### src/rtl/pio_ram_emu_link_if.sv
// Request/response bundle between the fetch client and the PIO RAM emulator link.
interface pio_ram_emu_link_if #(
  parameter int ADDR_BITS = 16,
  parameter int DATA_BITS = 16
);
  logic                 req_valid;
  logic                 req_ready;
  logic                 req_write;
  logic [ADDR_BITS-1:0] req_addr;
  logic [DATA_BITS-1:0] req_wdata;
  logic                 rsp_valid;
  logic [DATA_BITS-1:0] rsp_data;
  logic                 rsp_timeout;

  modport master (
    output req_valid, req_write, req_addr, req_wdata,
    input  req_ready, rsp_valid, rsp_data, rsp_timeout
  );

  modport slave (
    input  req_valid, req_write, req_addr, req_wdata,
    output req_ready, rsp_valid, rsp_data, rsp_timeout
  );
endinterface

### src/rtl/pio_ram_emu_link.sv
// Link master for the external PIO RAM emulator: serialises requests as 2-bit
// symbol frames on tx_pins and deserialises read responses from rx_pins.
//
// state    | meaning
// IDLE     | ready for a request, tx line idle (00)
// TX_ADDR  | start symbol then address symbols on tx_pins
// TX_DATA  | write data symbols on tx_pins
// WAIT_RSP | read sent, waiting for 01 start symbol or timeout
// RX_DATA  | shifting in read data symbols
//
// The state always names what tx_pins is showing in the current cycle, so the
// symbol counter in TX_* holds the number of symbols already on the line.
module pio_ram_emu_link #(
  parameter int ADDR_BITS    = 16,
  parameter int DATA_BITS    = 16,
  parameter int TIMEOUT_BITS = 6
) (
  input  logic                clk,
  input  logic                rst_n,
  pio_ram_emu_link_if.slave   bus,
  output logic                busy,
  output logic [1:0]          tx_pins,
  input  logic [1:0]          rx_pins
);

  localparam int A     = ADDR_BITS / 2;
  localparam int D     = DATA_BITS / 2;
  localparam int SW    = ADDR_BITS + DATA_BITS;
  localparam int SYM_W = $clog2(A + D + 1);
  localparam int CW    = (SYM_W > TIMEOUT_BITS) ? SYM_W : TIMEOUT_BITS;

  localparam logic [CW-1:0] ADDR_END = CW'(A);
  localparam logic [CW-1:0] DATA_END = CW'(D);
  localparam logic [CW-1:0] RX_END   = CW'(D - 1);
  // Last wait cycle: the counter would reach 2**TIMEOUT_BITS-1 on this edge.
  localparam logic [CW-1:0] WAIT_END = CW'((1 << TIMEOUT_BITS) - 2);

  typedef enum logic [2:0] {
    IDLE,
    TX_ADDR,
    TX_DATA,
    WAIT_RSP,
    RX_DATA
  } state_t;

  state_t               state_q, state_d;
  logic [CW-1:0]        cnt_q, cnt_d;
  logic [SW-1:0]        sh_q, sh_d;
  logic                 wr_q, wr_d;
  logic [1:0]           tx_q, tx_d;
  logic                 rsp_valid_q, rsp_valid_d;
  logic                 rsp_to_q, rsp_to_d;
  logic [DATA_BITS-1:0] rsp_data_q, rsp_data_d;

  assign bus.req_ready   = (state_q == IDLE);
  assign busy            = (state_q != IDLE);
  assign tx_pins         = tx_q;
  assign bus.rsp_valid   = rsp_valid_q;
  assign bus.rsp_timeout = rsp_to_q;
  assign bus.rsp_data    = rsp_data_q;

  // State and datapath registers; reset aborts any frame in flight.
  always_ff @(posedge clk or negedge rst_n) begin
    if (!rst_n) begin
      state_q     <= IDLE;
      cnt_q       <= '0;
      sh_q        <= '0;
      wr_q        <= 1'b0;
      tx_q        <= 2'b00;
      rsp_valid_q <= 1'b0;
      rsp_to_q    <= 1'b0;
      rsp_data_q  <= '0;
    end else begin
      state_q     <= state_d;
      cnt_q       <= cnt_d;
      sh_q        <= sh_d;
      wr_q        <= wr_d;
      tx_q        <= tx_d;
      rsp_valid_q <= rsp_valid_d;
      rsp_to_q    <= rsp_to_d;
      rsp_data_q  <= rsp_data_d;
    end
  end

  // Next-state, symbol shifting and response capture.
  always_comb begin
    state_d     = state_q;
    cnt_d       = cnt_q;
    sh_d        = sh_q;
    wr_d        = wr_q;
    tx_d        = 2'b00;
    rsp_valid_d = 1'b0;
    rsp_to_d    = rsp_to_q;
    rsp_data_d  = rsp_data_q;

    unique case (state_q)
      IDLE: begin
        if (bus.req_valid) begin
          state_d = TX_ADDR;
          tx_d    = {bus.req_write, 1'b1};
          sh_d    = {bus.req_addr, bus.req_wdata};
          wr_d    = bus.req_write;
          cnt_d   = '0;
        end
      end
      TX_ADDR: begin
        if (cnt_q == ADDR_END) begin
          if (wr_q) begin
            state_d = TX_DATA;
            tx_d    = sh_q[SW-1 -: 2];
            sh_d    = {sh_q[SW-3:0], 2'b00};
            cnt_d   = CW'(1);
          end else begin
            state_d = WAIT_RSP;
            cnt_d   = '0;
          end
        end else begin
          tx_d  = sh_q[SW-1 -: 2];
          sh_d  = {sh_q[SW-3:0], 2'b00};
          cnt_d = cnt_q + CW'(1);
        end
      end
      TX_DATA: begin
        if (cnt_q == DATA_END) begin
          state_d = IDLE;
        end else begin
          tx_d  = sh_q[SW-1 -: 2];
          sh_d  = {sh_q[SW-3:0], 2'b00};
          cnt_d = cnt_q + CW'(1);
        end
      end
      WAIT_RSP: begin
        // A start symbol takes priority over an expiring wait counter.
        if (rx_pins == 2'b01) begin
          state_d = RX_DATA;
          cnt_d   = '0;
        end else if (cnt_q == WAIT_END) begin
          state_d     = IDLE;
          rsp_valid_d = 1'b1;
          rsp_to_d    = 1'b1;
          rsp_data_d  = '0;
        end else begin
          cnt_d = cnt_q + CW'(1);
        end
      end
      RX_DATA: begin
        sh_d = {sh_q[SW-3:0], rx_pins};
        if (cnt_q == RX_END) begin
          state_d     = IDLE;
          rsp_valid_d = 1'b1;
          rsp_to_d    = 1'b0;
          rsp_data_d  = sh_d[DATA_BITS-1:0];
        end else begin
          cnt_d = cnt_q + CW'(1);
        end
      end
      default: state_d = IDLE;
    endcase
  end

endmodule

### src/flat_wrapper.sv
// flat-port wrapper written by rule: the top's interface ports become plain ports
module pio_ram_emu_link_flat 
#(
  parameter int ADDR_BITS    = 16,
  parameter int DATA_BITS    = 16,
  parameter int TIMEOUT_BITS = 6
)
  (clk, rst_n, busy, tx_pins, rx_pins, bus_req_valid, bus_req_write, bus_req_addr, bus_req_wdata, bus_req_ready, bus_rsp_valid, bus_rsp_data, bus_rsp_timeout);
  pio_ram_emu_link_if #(.ADDR_BITS(ADDR_BITS), .DATA_BITS(DATA_BITS)) bus_i ();
  input  logic clk;
  input  logic rst_n;
  output logic busy;
  output logic [1:0] tx_pins;
  input  logic [1:0] rx_pins;
  input wire logic [$bits(bus_i.req_valid)-1:0] bus_req_valid;
  input wire logic [$bits(bus_i.req_write)-1:0] bus_req_write;
  input wire logic [$bits(bus_i.req_addr)-1:0] bus_req_addr;
  input wire logic [$bits(bus_i.req_wdata)-1:0] bus_req_wdata;
  output wire logic [$bits(bus_i.req_ready)-1:0] bus_req_ready;
  output wire logic [$bits(bus_i.rsp_valid)-1:0] bus_rsp_valid;
  output wire logic [$bits(bus_i.rsp_data)-1:0] bus_rsp_data;
  output wire logic [$bits(bus_i.rsp_timeout)-1:0] bus_rsp_timeout;
  assign bus_i.req_valid = bus_req_valid;
  assign bus_i.req_write = bus_req_write;
  assign bus_i.req_addr = bus_req_addr;
  assign bus_i.req_wdata = bus_req_wdata;
  assign bus_req_ready = bus_i.req_ready;
  assign bus_rsp_valid = bus_i.rsp_valid;
  assign bus_rsp_data = bus_i.rsp_data;
  assign bus_rsp_timeout = bus_i.rsp_timeout;
  pio_ram_emu_link #(.ADDR_BITS(ADDR_BITS), .DATA_BITS(DATA_BITS), .TIMEOUT_BITS(TIMEOUT_BITS)) u_core (.clk(clk), .rst_n(rst_n), .bus(bus_i), .busy(busy), .tx_pins(tx_pins), .rx_pins(rx_pins));
endmodule
### config.mk
export PLATFORM = sky130hd
export DESIGN_NAME = pio_ram_emu_link_flat
export DESIGN_NICKNAME = d
export VERILOG_FILES = /design/src/rtl/pio_ram_emu_link_if.sv /design/src/rtl/pio_ram_emu_link.sv /design/src/flat_wrapper.sv
export SDC_FILE = /design/constraint.sdc
export NUM_CORES = 1
export LEC_CHECK = 0
export CAP_MARGIN = 20
export CORE_MARGIN = 2
export CORE_UTILIZATION = 25
export DETAILED_ROUTE_END_ITERATION = 16
export GPL_TIMING_DRIVEN = 0
export PLACE_DENSITY = 0.43
export SYNTH_ARGS = -nofsm -noshare
export SYNTH_HDL_FRONTEND = slang
export SYNTH_SLANG_ARGS = --single-unit
export TNS_END_PERCENT = 30
### constraint.sdc
create_clock -name clk -period 5.3 [get_ports clk]
set_clock_uncertainty 0.15 [all_clocks]
set_input_delay 0.53 -clock clk [delete_from_list [all_inputs] [get_ports clk]]
set_output_delay 0.53 -clock clk [all_outputs]
set_load 0.03 [all_outputs]
# Yosys cells after proc, flatten, opt, wreduce, memory -nomap -nowiden

Cells that the tools add are included.

Bits of input ports: 38
Word-level logic and storage cells: 76
Register bits: 62
Output and inout port bits: 22

Equality and inequality tests: 19
Add/sub/neg operators: 1
Muxes and demuxes: 38
Reduce and logical (&&, ||, !) cells: 10

Operator list:

| cell                  | count |
|---|---|
| $mux W32              | 4 |
| $pmux W32 S4          | 1 |
| $mux W16              | 3 |
| $mux W6               | 6 |
| $pmux W16 S2          | 1 |
| $pmux W6 S5           | 1 |
| $mux W3               | 6 |
| $pmux W3 S5           | 1 |
| $reduce_and A5 Y1     | 2 |
| $mux W1               | 8 |
| $mux W2               | 4 |
| $ne A2 B1 Y1 const B  | 4 |
| $ne A2 B2 Y1 const B  | 4 |
| $reduce_and A4 Y1     | 2 |
| $add A6 B1 Y6 const B | 1 |
| $eq A3 B2 Y1 const B  | 2 |
| $eq A6 B3 Y1 const B  | 1 |
| $eq A6 B4 Y1 const B  | 1 |
| $eq A6 B6 Y1 const B  | 1 |
| $ne A3 B2 Y1 const B  | 2 |
| $pmux W2 S3           | 1 |
| $reduce_bool A5 Y1    | 1 |
| $pmux W1 S2           | 2 |
| $reduce_bool A4 Y1    | 1 |
| other kinds (8)       | 8 |

# Depth between registers and ports, before layout

Gate-level depths: netlist of the first run.

Depth after elaboration: 4
Gate-level depth with buffers: 8
Gate-level depth less buffers: 7

# Least setup slack after synthesis of the first run

OpenSTA, ideal clock, no wires.

Path type: register to output
Start: register u_core.state_q[0]
End: output port busy
Required time: 4.620 ns
Path buffers: 2
Path slack: 2.714 ns
Data arrival time: 1.906 ns
Stages on the path, launching flop included: 5
Path through: dfrtp_1 -> buf_4 -> clkbuf_1 -> nor3_1 -> inv_1

Cells in the longest elaborated chain, start to end: 1

Ends and longest elaborated chain:

| element                  | line                   | text |
|---|---|---|
| start: declaration       | pio_ram_emu_link.sv:46 | `state_t state_q, state_d;` |
| start signal: assignment | pio_ram_emu_link.sv:74 | `state_q <= state_d;` |
| $reduce_bool A3 Y1       | pio_ram_emu_link.sv:56 | `assign busy = (state_q != IDLE);` |
| end: declaration         | flat_wrapper.sv:12     | `output logic busy;` |

Every way passes these cells.

# Worst setup path in the final report of the first run

Start: register u_core.state_q[0]
End: output port bus_req_ready

Cells in the longest elaborated chain, start to end: 1

Ends and longest elaborated chain:

| element          | line                   | text |
|---|---|---|
| $logic_not A3 Y1 | pio_ram_emu_link.sv:55 | `assign bus.req_ready = (state_q == IDLE);` |
| end: declaration | flat_wrapper.sv:19     | `output wire logic [$bits(bus_i.req_ready)-1:0] bus_req_ready;` |

Every way passes these cells.

==> qor.yml, run 1 <==
place:
  post_dp_cell_area_um2: 3680
  gp_congestion: 0.748
  port_buffers: 59
  dp_hpwl_um: 5170
power_and_ir_drop:
  power_switching_w: 0.000879
  pwr-share-clk_pct: 23.6
  p_per_area_nw_per_um2: 573
  p_leak_nw: 1.65
  peakVddDrop_v: 0.000208
  swShare_pct: 38.8
  p_comb_share_pct: 43.0
  p_int_w: 0.00138
  p_seq_share_pct: 33.4
synth:
  synth_most_common_cell: "dfrtp_1"
  synth_common_cells: "dfrtp_1 (62), nor2_1 (38), a21oi_1 (36)"
  yosysWarningCount: 0
  async_flop_share_pct: 100
  syn_area_um2: 2920
  yosysTopAreaCell: "dfrtp_1"
  synth_top_cell_area_share_pct: 53.2
  synth-seq-area-share_pct: 53.2
  synth_cell_types: 41
  synthFlopType: "dfrtp_1"
  synth_cells: 283
  synth_area_per_cell_um2: 10.3
  synth_edf_count: 0
  syn_nets: 324
  ys_ff_latch: 62
  ys_top_cells_by_area: "dfrtp_1 (53%), mux2i_1 (11%), a21oi_1 (6.2%)"
route:
  drt_pass1_iterations: 4
  drtAntennaViolNets: 0
  drt-initial-drc-count: 83
  wire_per_inst_um: 14.9
  wl_um: 7480
  via_count: 2352
  vias_per_cell: 4.69
  drc: 0
grt:
  first_global_vias: 2409
  overflow: 0
  grt_max_degree: 63
  grt_pass1_wl_um: 12600
  antenna_found_initial: 0
  grt_usage_pct: 12.7
hold_path:
  hold_class: "primary input to asynchronous set/reset pin"
clock_network:
  clkLatencyLatePin_ns: 0.32
  htree_levels: 3
  ctsHoldBuffers: 0
  cts_buffer_depth: 2
  cts_resized: 0
  postCtsSetupBuffers: 0
  cts_buffers: 9
  cts.sinks: 62
  clockRootBuffer: "clkbuf_16"
  cts.clk_slew.worst_paths_ns: 0.05
  tritoncts: "yes"
sta:
  tns_ns: 0
  min_period_over_period_pct: 55.1
  fmax_mhz: 343
  setup_violations: 0
  fin_crit_ns: 2.92
  hold_ws_ns: 0.124
  drv_slew: 0
  tightest_slew_ns: 0.814
  slew_headroom_pct: 45.7
  finalHoldViolCount: 0
  rsz0062_at_grt: "false"
outcome:
  outcome: "finished clean"
critical_path:
  cp.required_ns: 4.62
  r2r_start: "u_core.cnt_q[0]$_DFFE_PN0P_"
  reg2reg_to: "u_core.bus.rsp_data[7]$_DFFE_PN0P_"
  end_kind: "output port"
  start_kind: "register"
  worstPathArrival_ns: 2.24
  crit_type: "register to output port"
  path_max_fanout: 10
  r2r_slack_ns: 2.73
  ff2ff_path_depth: 7
floorplanning:
  die-area_um2: 12500
  rows: 39
  start_util_pct: 25.5
  fp.coreArea_um2: 11400
  io_pins: 60
  fp.dieH_um: 112
  die_width_um: 112
finish:
  area_delta_synth_final_pct: 35.5
  drive_above_1_share_pct: 6.98
  num-fill-cells: 1192
  stdcell_area_um2: 3950
  final_util_pct: 34.6
  nNetsFinal: 394
  diodes: 0
run:
  drv_cap: 0
-- cells by family (layout without fill, tap and decap cells) --
logic type | after synthesis | count (layout) | synth area share, %
AO/OA/AOI/OAI | 78 | 78 | 17.0
XOR/XNOR | 1 | 1 | 0.300
adder cells (fa/ha/maj) | 3 | 3 | 1.29
buffers and inverters | 27 | 102 | 4.33
flip-flops | 62 | 62 | 53.2
multiplexers | 31 | 31 | 10.6
AND/OR/NAND/NOR | 81 | 81 | 13.2
-- stage by stage --
step                instances  power [W]  setup WS (ns)
floorplan                 283    0.00148           2.71
global placement          485    0.00175           1.30
detailed placement        485    0.00175           2.33
CTS                       501    0.00230           2.35
global route              501    0.00247           2.15
finish                    501    0.00226           2.38
-- power by group through the flow --
stage | logic, W | clock network [W] | registers, W
after CTS | 0.000991 | 0.000552 | 0.000757
after global placement | 0.000982 | 0 | 0.000763
final | 0.000973 | 0.000534 | 0.000757
after floorplan | 0.000720 | 0 | 0.000756
after detailed placement | 0.000987 | 0 | 0.000766
after global routing | 0.00111 | 0.000579 | 0.000781
-- final cells by class --
cell class	count	area [um2]	share of cell area (%)
Clock buffer	12	246	6.24
Tap cell	143	179	4.53
Clock inverter	4	22.5	0.570
Sequential cell	62	1550	39.3
Inverter	9	33.8	0.855
Multi-Input combinational cell	194	1240	31.3
Buffer	18	92.6	2.34
Timing Repair Buffer	59	588	14.9
-- sequential cells by signal (all words and copies together), names as in the netlist --
signal / count
u_core.bus.rsp_data: 16
u_core.bus.rsp_timeout: 1
u_core.bus.rsp_valid: 1
u_core.cnt_q: 6
u_core.sh_q: 32
u_core.state_q: 3
u_core.tx_pins: 2
u_core.wr_q: 1
-- cell usage in the layout (no fill, tap or decap), types with 2 or more instances in the layout --
master,Yosys,layout
dfrtp_1,62,62
clkdlybuf4s50_1,0,58
nor2_1,38,38
a21oi_1,36,36
mux2i_1,31,31
nand2_1,17,17
a22o_1,14,14
clkbuf_1,10,12
o21ai_0,10,10
inv_1,9,9
clkbuf_16,0,9
buf_2,5,5
nand3_1,5,5
nor4b_1,3,3
o31ai_1,3,3
or3_1,3,3
a31oi_1,3,3
ha_1,3,3
clkinv_2,0,3
buf_4,1,2
nor3_1,2,2
nand3b_1,2,2
nor3b_1,2,2
buf_6,2,2
nor2b_1,2,2
a21o_1,2,2
-- metal layers --
metal | global-route usage, % | wire length, um | part of all wire, %
met5 | 0 | 0 | 0
met4 | 5.53 | 125 | 1.7
met3 | 2.34 | 253 | 3.4
met2 | 18.9 | 3360 | 45
met1 | 18.0 | 3740 | 50
-- worst max path at each step --
stage | end | depth (start not counted) | startpoint | slack, ns
3_5_place_dp | u_core.bus.rsp_data[6]$_DFFE_PN0P_ | 6 | rx_pins[1] | 2.33
5_1_grt | bus_req_ready | 4 | u_core.state_q[0]$_DFFE_PN0P_ | 2.15
4_1_cts | bus_req_ready | 4 | u_core.state_q[0]$_DFFE_PN0P_ | 2.35
3_3_place_gp | u_core.sh_q[24]$_DFFE_PN0P_ | 1 | rst_n | 1.30
6_report | bus_req_ready | 4 | u_core.state_q[0]$_DFFE_PN0P_ | 2.38
2_1_floorplan | busy | 4 | u_core.state_q[0]$_DFFE_PN0P_ | 2.71
-- critical path, cell delays in order, from the launching register on --
cell	delay, ns
dfrtp_1	0.35
buf_4	0.16
clkbuf_1	0.20
nor3_1	0.44
clkdlybuf4s50_1	0.76
(Power assumes the default switching activity.)
==> inputs of run 2 (changes only) <==
--- a/config.mk
+++ b/config.mk
@@ -10,7 +10,7 @@
 export CORE_UTILIZATION = 25
 export DETAILED_ROUTE_END_ITERATION = 16
 export GPL_TIMING_DRIVEN = 0
-export PLACE_DENSITY = 0.43
+export PLACE_DENSITY = 0.44
 export SYNTH_ARGS = -nofsm -noshare
 export SYNTH_HDL_FRONTEND = slang
 export SYNTH_SLANG_ARGS = --single-unit
==> constraint.sdc (replaced) <==
create_clock -name clk -period 2.5 [get_ports clk]
set_clock_uncertainty 0.15 [all_clocks]
set_input_delay 0.25 -clock clk [delete_from_list [all_inputs] [get_ports clk]]
set_output_delay 0.25 -clock clk [all_outputs]
set_load 0.03 [all_outputs]
==> run 2 against run 1 <==
Against the previous run:
- setup slack lost 2.3 ns
- first-iteration DRC count is 3.6% lower
- critical path depth increased by 1
- cell area increased by 2.8%
- die area unchanged
- largest cell class unchanged
- largest power group unchanged
- non-clock buffer count increased by 2
==> qor.yml, run 2 (synthesized netlist as in run 1, its figures left out) <==
run:
  drv_cap: 0
place:
  port_buffers: 59
  dp_hpwl_um: 5190
  dp_cells: 485
  dp_slack_ns: -0.189
  gp_congestion: 0.776
sta:
  rsz0062_at_grt: "false"
  fmax_mhz: 415
  min_period_over_period_pct: 96.4
  tightest_slew_ns: 0.819
  tns_ns: 0
  setup_violations: 0
  slew_headroom_pct: 45.4
  finalHoldViolCount: 0
  fin_ws_ns: 0.0910
  drv_slew: 0
  fin_crit_ns: 2.41
finish:
  drive_above_1_share_pct: 10.3
  largest-register: "u_core.sh_q"
  num-fill-cells: 1188
  register_area_um2: 1550
  diodes: 0
  nNetsFinal: 396
  fin_cells: 503
  area_delta_synth_final_pct: 39.3
  final_common_cell: "dfrtp_1"
  largest_reg_flops: 32
  layout_common_cells: "dfrtp_1 (62), clkdlybuf4s50_1 (57), nor2_1 (36), a21oi_1 (36), mux2i_1 (31)"
  multiInputGateArea_um2: 1280
critical_path:
  worstPathArrival_ns: 2.01
  reg2reg_to: "u_core.cnt_q[3]$_DFFE_PN0P_"
  cpMaxStageDelayCell: "clkdlybuf4s50_1"
  r2r_start: "u_core.cnt_q[1]$_DFFE_PN0P_"
  ff2ff_path_depth: 7
  cp_num_buf_inv: 4
  worst_path_largest_cell_delay_ns: 0.66
  crit_start: "u_core.state_q[0]$_DFFE_PN0P_"
  path_max_fanout: 10
  cp.required_ns: 2.10
  crit_type: "register to output port"
  crit_family: "buffers and inverters"
  cp_cell_sequence: "buf_4 -> clkbuf_1 -> nor3_4 -> inv_1 -> clkdlybuf4s50_1"
  cp-endpoint: "busy"
  start_kind: "register"
  r2r_slack_ns: 0.17
  end_kind: "output port"
  path_depth: 5
clock_network:
  clkLatencyLatePin_ns: 0.32
  tritoncts: "yes"
  cts.sinks: 62
  cts_buffers: 9
  clockRootBuffer: "clkbuf_16"
  cts.clk_slew.worst_paths_ns: 0.06
  htree_levels: 3
  cts_buffer_depth: 2
power_and_ir_drop:
  power_switching_w: 0.00190
  p_int_w: 0.00314
  p_comb_share_pct: 42.2
  swShare_pct: 37.7
  p_seq_share_pct: 31.9
  p_per_area_nw_per_um2: 1240
  p_leak_nw: 1.70
  pwr-share-clk_pct: 25.8
  peakVddDrop_v: 0.000374
  total_power_w: 0.00504
route:
  drc: 0
  vias_per_cell: 4.62
  wire_per_inst_um: 15.2
  drtAntennaViolNets: 0
  drt_pass1_iterations: 4
  drt-initial-drc-count: 80
  wl_um: 7650
  via_count: 2322
hold_path:
  hold_class: "register to register"
  hp-start: "u_core.bus.rsp_data[0]$_DFFE_PN0P_"
outcome:
  outcome: "finished clean"
grt:
  grt_pass1_wl_um: 12800
  grt_usage_pct: 13.0
  overflow: 0
  antenna_found_initial: 0
  grt_max_degree: 63
  first_global_vias: 2430
floorplanning:
  io_pins: 60
  fp.coreArea_um2: 11400
  fp.dieH_um: 112
  die_width_um: 112
  die-area_um2: 12500
  start_util_pct: 25.5
  rows: 39
-- run 2: final cells by class --
class	count	area share, %
Multi-Input combinational cell	194	31.5
Tap cell	143	4.41
Clock inverter	2	0.955
Clock buffer	14	6.75
Sequential cell	62	38.2
Timing Repair Buffer	61	14.9
Inverter	9	0.832
Buffer	18	2.43
-- run 2: stage by stage --
stage / cell area [um2] / hold slack, ns / utilization (%)
finish: 4060 / 0.326 / 35.6
global placement: 3680 / 0.323 / 32.3
CTS: 4020 / 0.333 / 35.2
detailed placement: 3680 / 0.261 / 32.2
global route: 4060 / 0.361 / 35.6
floorplan: 2920 / -0.196 / -
-- run 2: power groups by stage --
stage	Clock (W)	Combinational, W	Sequential, W
finish	0.00130	0.00213	0.00161
global route	0.00139	0.00240	0.00167
CTS	0.00132	0.00212	0.00161
detailed placement	0	0.00211	0.00162
global placement	0	0.00208	0.00162
floorplan	0	0.00153	0.00160
-- run 2: worst min-delay path by stage --
stage	endpoint	slack [ns]	cells after the start
after floorplan	u_core.bus.rsp_data[0]$_DFFE_PN0P_	-0.20	0
after global placement	u_core.bus.rsp_data[0]$_DFFE_PN0P_	0.32	2
after detailed placement	u_core.bus.rsp_valid$_DFF_PN0_	0.26	1
after CTS	u_core.bus.rsp_data[0]$_DFFE_PN0P_	0.33	2
after global routing	u_core.sh_q[1]$_DFFE_PN0P_	0.36	3
final	u_core.bus.rsp_data[0]$_DFFE_PN0P_	0.33	2
-- run 2: routing by layer --
layer / track usage, % / share of wire [%] / vias to the layer above
met4: 6.10 / 1.4 / 0
met5: 0 / 0 / -
met1: 18.0 / 49 / 1124
li1: - / - / 1154
met3: 2.29 / 3.2 / 7
met2: 19.8 / 47 / 37
-- run 2: worst register-to-register path: stages, from the launching register on --
cell and delay (ns):
dfrtp_1 0.43, ha_1 0.28, and3_4 0.18, buf_6 0.14
a2111o_1 0.36, buf_6 0.15, or4_1 0.49, o21ai_0 0.08
-- run 2: repair_timing --
action,4_1_cts,5_1_grt
endpoints found under the hold margin,62,0
gates resized for setup,5,14
setup endpoints to repair,37,43
pin swaps,0,1
setup buffers,0,1
hold buffers,1,0
==> inputs of run 3 (changes only) <==
--- a/config.mk
+++ b/config.mk
@@ -5,12 +5,12 @@
 export SDC_FILE = /design/constraint.sdc
 export NUM_CORES = 1
 export LEC_CHECK = 0
-export CAP_MARGIN = 20
+export CAP_MARGIN = 0
 export CORE_MARGIN = 2
-export CORE_UTILIZATION = 25
+export CORE_UTILIZATION = 40
 export DETAILED_ROUTE_END_ITERATION = 16
 export GPL_TIMING_DRIVEN = 0
-export PLACE_DENSITY = 0.44
+export PLACE_DENSITY = 0.65
 export SYNTH_ARGS = -nofsm -noshare
 export SYNTH_HDL_FRONTEND = slang
 export SYNTH_SLANG_ARGS = --single-unit
==> constraint.sdc (replaced) <==
create_clock -name clk -period 2.5 [get_ports clk]
set_clock_uncertainty 0.15 [all_clocks]
set_input_delay 0.25 -clock clk [delete_from_list [all_inputs] [get_ports clk]]
set_output_delay 0.25 -clock clk [all_outputs]
set_load 0.05 [all_outputs]
==> run 3 against run 2 <==
Against the previous run:
- clock power down 18%
- combinational power about the same
- utilization up 19 points
- cell area down 3.5%
- die area down 36%
- global-route usage up 5.2 points
- sequential cell count unchanged
- first-iteration DRC count up 35%
- register-to-register slack worse by 0.03 ns
- critical path depth up 3
- largest cell class unchanged
- largest power group unchanged
- highest routed layer unchanged
==> qor.yml, run 3 (synthesized netlist as in run 1, its figures left out) <==
route:
  drt-initial-drc-count: 108
  wl_um: 6760
  wire_per_inst_um: 14.8
  drtAntennaViolNets: 0
  drt_pass1_iterations: 4
  via_count: 2387
  drc: 0
  vias_per_cell: 5.21
clock_network:
  clockRootBuffer: "clkbuf_8"
  cts_buffers: 9
  clkLatencyLatePin_ns: 0.34
  cts.sinks: 62
  cts.clk_slew.worst_paths_ns: 0.07
  htree_levels: 3
  cts_buffer_depth: 2
  tritoncts: "yes"
sta:
  finalHoldViolCount: 0
  fin_ws_ns: 0.137
  fin_crit_ns: 2.36
  drv_slew: 0
  tns_ns: 0
  min_period_over_period_pct: 94.5
  slew_headroom_pct: 47.5
  hold_ws_ns: 0.342
  setup_violations: 0
  tightest_slew_ns: 0.787
  fmax_mhz: 423
place:
  gp_congestion: 0.826
  dp_hpwl_um: 4580
  dp_slack_ns: -0.142
  port_buffers: 59
finish:
  multiInputGateArea_um2: 1270
  diodes: 0
  layout_common_cells: "dfrtp_1 (62), clkdlybuf4s50_1 (56), nor2_1 (36), a21oi_1 (36), mux2i_1 (31)"
  register_area_um2: 1550
  nNetsFinal: 396
  drive_above_1_share_pct: 10.3
  largest-register: "u_core.sh_q"
  largest_reg_flops: 32
  final_common_cell: "dfrtp_1"
  num-fill-cells: 666
  area_delta_synth_final_pct: 34.5
critical_path:
  crit_type: "register to register"
  crit_start: "u_core.cnt_q[0]$_DFFE_PN0P_"
  cp.required_ns: 2.61
  cpMaxStageDelayCell: "or4_1"
  worstPathArrival_ns: 2.47
  cp_cell_sequence: "inv_1 -> ha_1 -> nand4bb_2 -> o31ai_1 -> a2111o_1 -> buf_6 -> or4_1 -> o21ai_0"
  start_kind: "register"
  end_kind: "register"
  r2r_slack_ns: 0.14
  path_max_fanout: 10
  ff2ff_path_depth: 8
  r2r_start: "u_core.cnt_q[0]$_DFFE_PN0P_"
  worst_path_largest_cell_delay_ns: 0.48
  reg2reg_to: "u_core.cnt_q[3]$_DFFE_PN0P_"
floorplanning:
  die_width_um: 89.4
  rows: 31
  fp.dieH_um: 89.4
  die-area_um2: 7990
  start_util_pct: 40.8
  io_pins: 60
  fp.coreArea_um2: 7140
hold_path:
  hp-start: "u_core.bus.rsp_data[1]$_DFFE_PN0P_"
  hold_class: "register to register"
  hold_depth: 2
  min_to: "u_core.bus.rsp_data[1]$_DFFE_PN0P_"
grt:
  grt_max_degree: 63
  met2_usage_pct: 27.1
  overflow: 0
  busiest_layer: "met2"
  grt_use_met1_pct: 25.7
  grt_usage_pct: 18.2
  first_global_vias: 2348
  grt_use_met3_pct: 2.86
  grt_pass1_wl_um: 11100
  antenna_found_initial: 0
outcome:
  outcome: "finished clean"
run:
  drv_cap: 0
power_and_ir_drop:
  p_per_area_nw_per_um2: 1230
  peakVddDrop_v: 0.000546
  p_leak_nw: 1.67
-- run 3: metrics by stage --
stage / area [um2] / cells / util, % / total power, W
6_report: 3920 / 458 / 54.9 / 0.00482
5_1_grt: 3920 / 458 / 54.9 / 0.00520
4_1_cts: 3880 / 457 / 54.4 / 0.00482
3_5_place_dp: 3630 / 441 / 50.9 / 0.00374
3_3_place_gp: 3630 / 441 / 50.9 / 0.00368
2_1_floorplan: 2920 / 283 / - / 0.00318
-- run 3: power by group --
group	switching, W	leakage [nW]	internal (W)
Sequential	0.000239	0.758	0.00137
Combinational	0.00124	0.789	0.000900
Clock	0.000388	0.119	0.000683
Total	0.00187	1.67	0.00295
-- run 3: cell type report --
class / count / area share, %
sequential: 62 / 39.6
buffer: 18 / 2.49
clock buffer: 11 / 3.61
inverter: 9 / 0.862
timing repair buffer: 61 / 15.4
multi-input combinational: 194 / 32.5
tap: 99 / 3.16
clock inverter: 4 / 2.43
-- run 3: routing by layer --
metal	up-vias	share of wire, %	wire length, um
met5	-	0	0
met4	0	2.4	164
met3	14	3.6	241
met2	61	48	3220
met1	1159	46	3130
li1	1153	-	-
-- run 3: worst max-delay path: cells and delay by family (launching register included) --
family / cells / cell delay [ns]
simple gates: 2 / 0.63
compound gates: 3 / 0.62
flops: 1 / 0.39
buf+inv: 2 / 0.26
fa+ha+maj: 1 / 0.23
-- run 3: what timing repair did --
| action | CTS | global route |
|---|---|---|
| pin swaps | 0 | 1 |
| setup buffers | 0 | 1 |
| setup endpoints to repair | 13 | 35 |
| endpoints found under the hold margin | 62 | 0 |
| hold buffers | 1 | 0 |
| gates cloned | 0 | 0 |
| resized for setup | 4 | 14 |
-- run 3: worst max path at each step --
stage                                              end  slack [ns]  cells past startpoint
global placement           u_core.sh_q[26]$_DFFE_PN0P_       -1.02                      1
CTS                        u_core.sh_q[27]$_DFFE_PN0P_         0.1                      8
floorplan                                         busy        0.20                      4
finish                     u_core.cnt_q[3]$_DFFE_PN0P_        0.14                      8
detailed placement  u_core.bus.rsp_data[7]$_DFFE_PN0P_       -0.14                      6
global route               u_core.sh_q[29]$_DFFE_PN0P_     -0.0005                      6
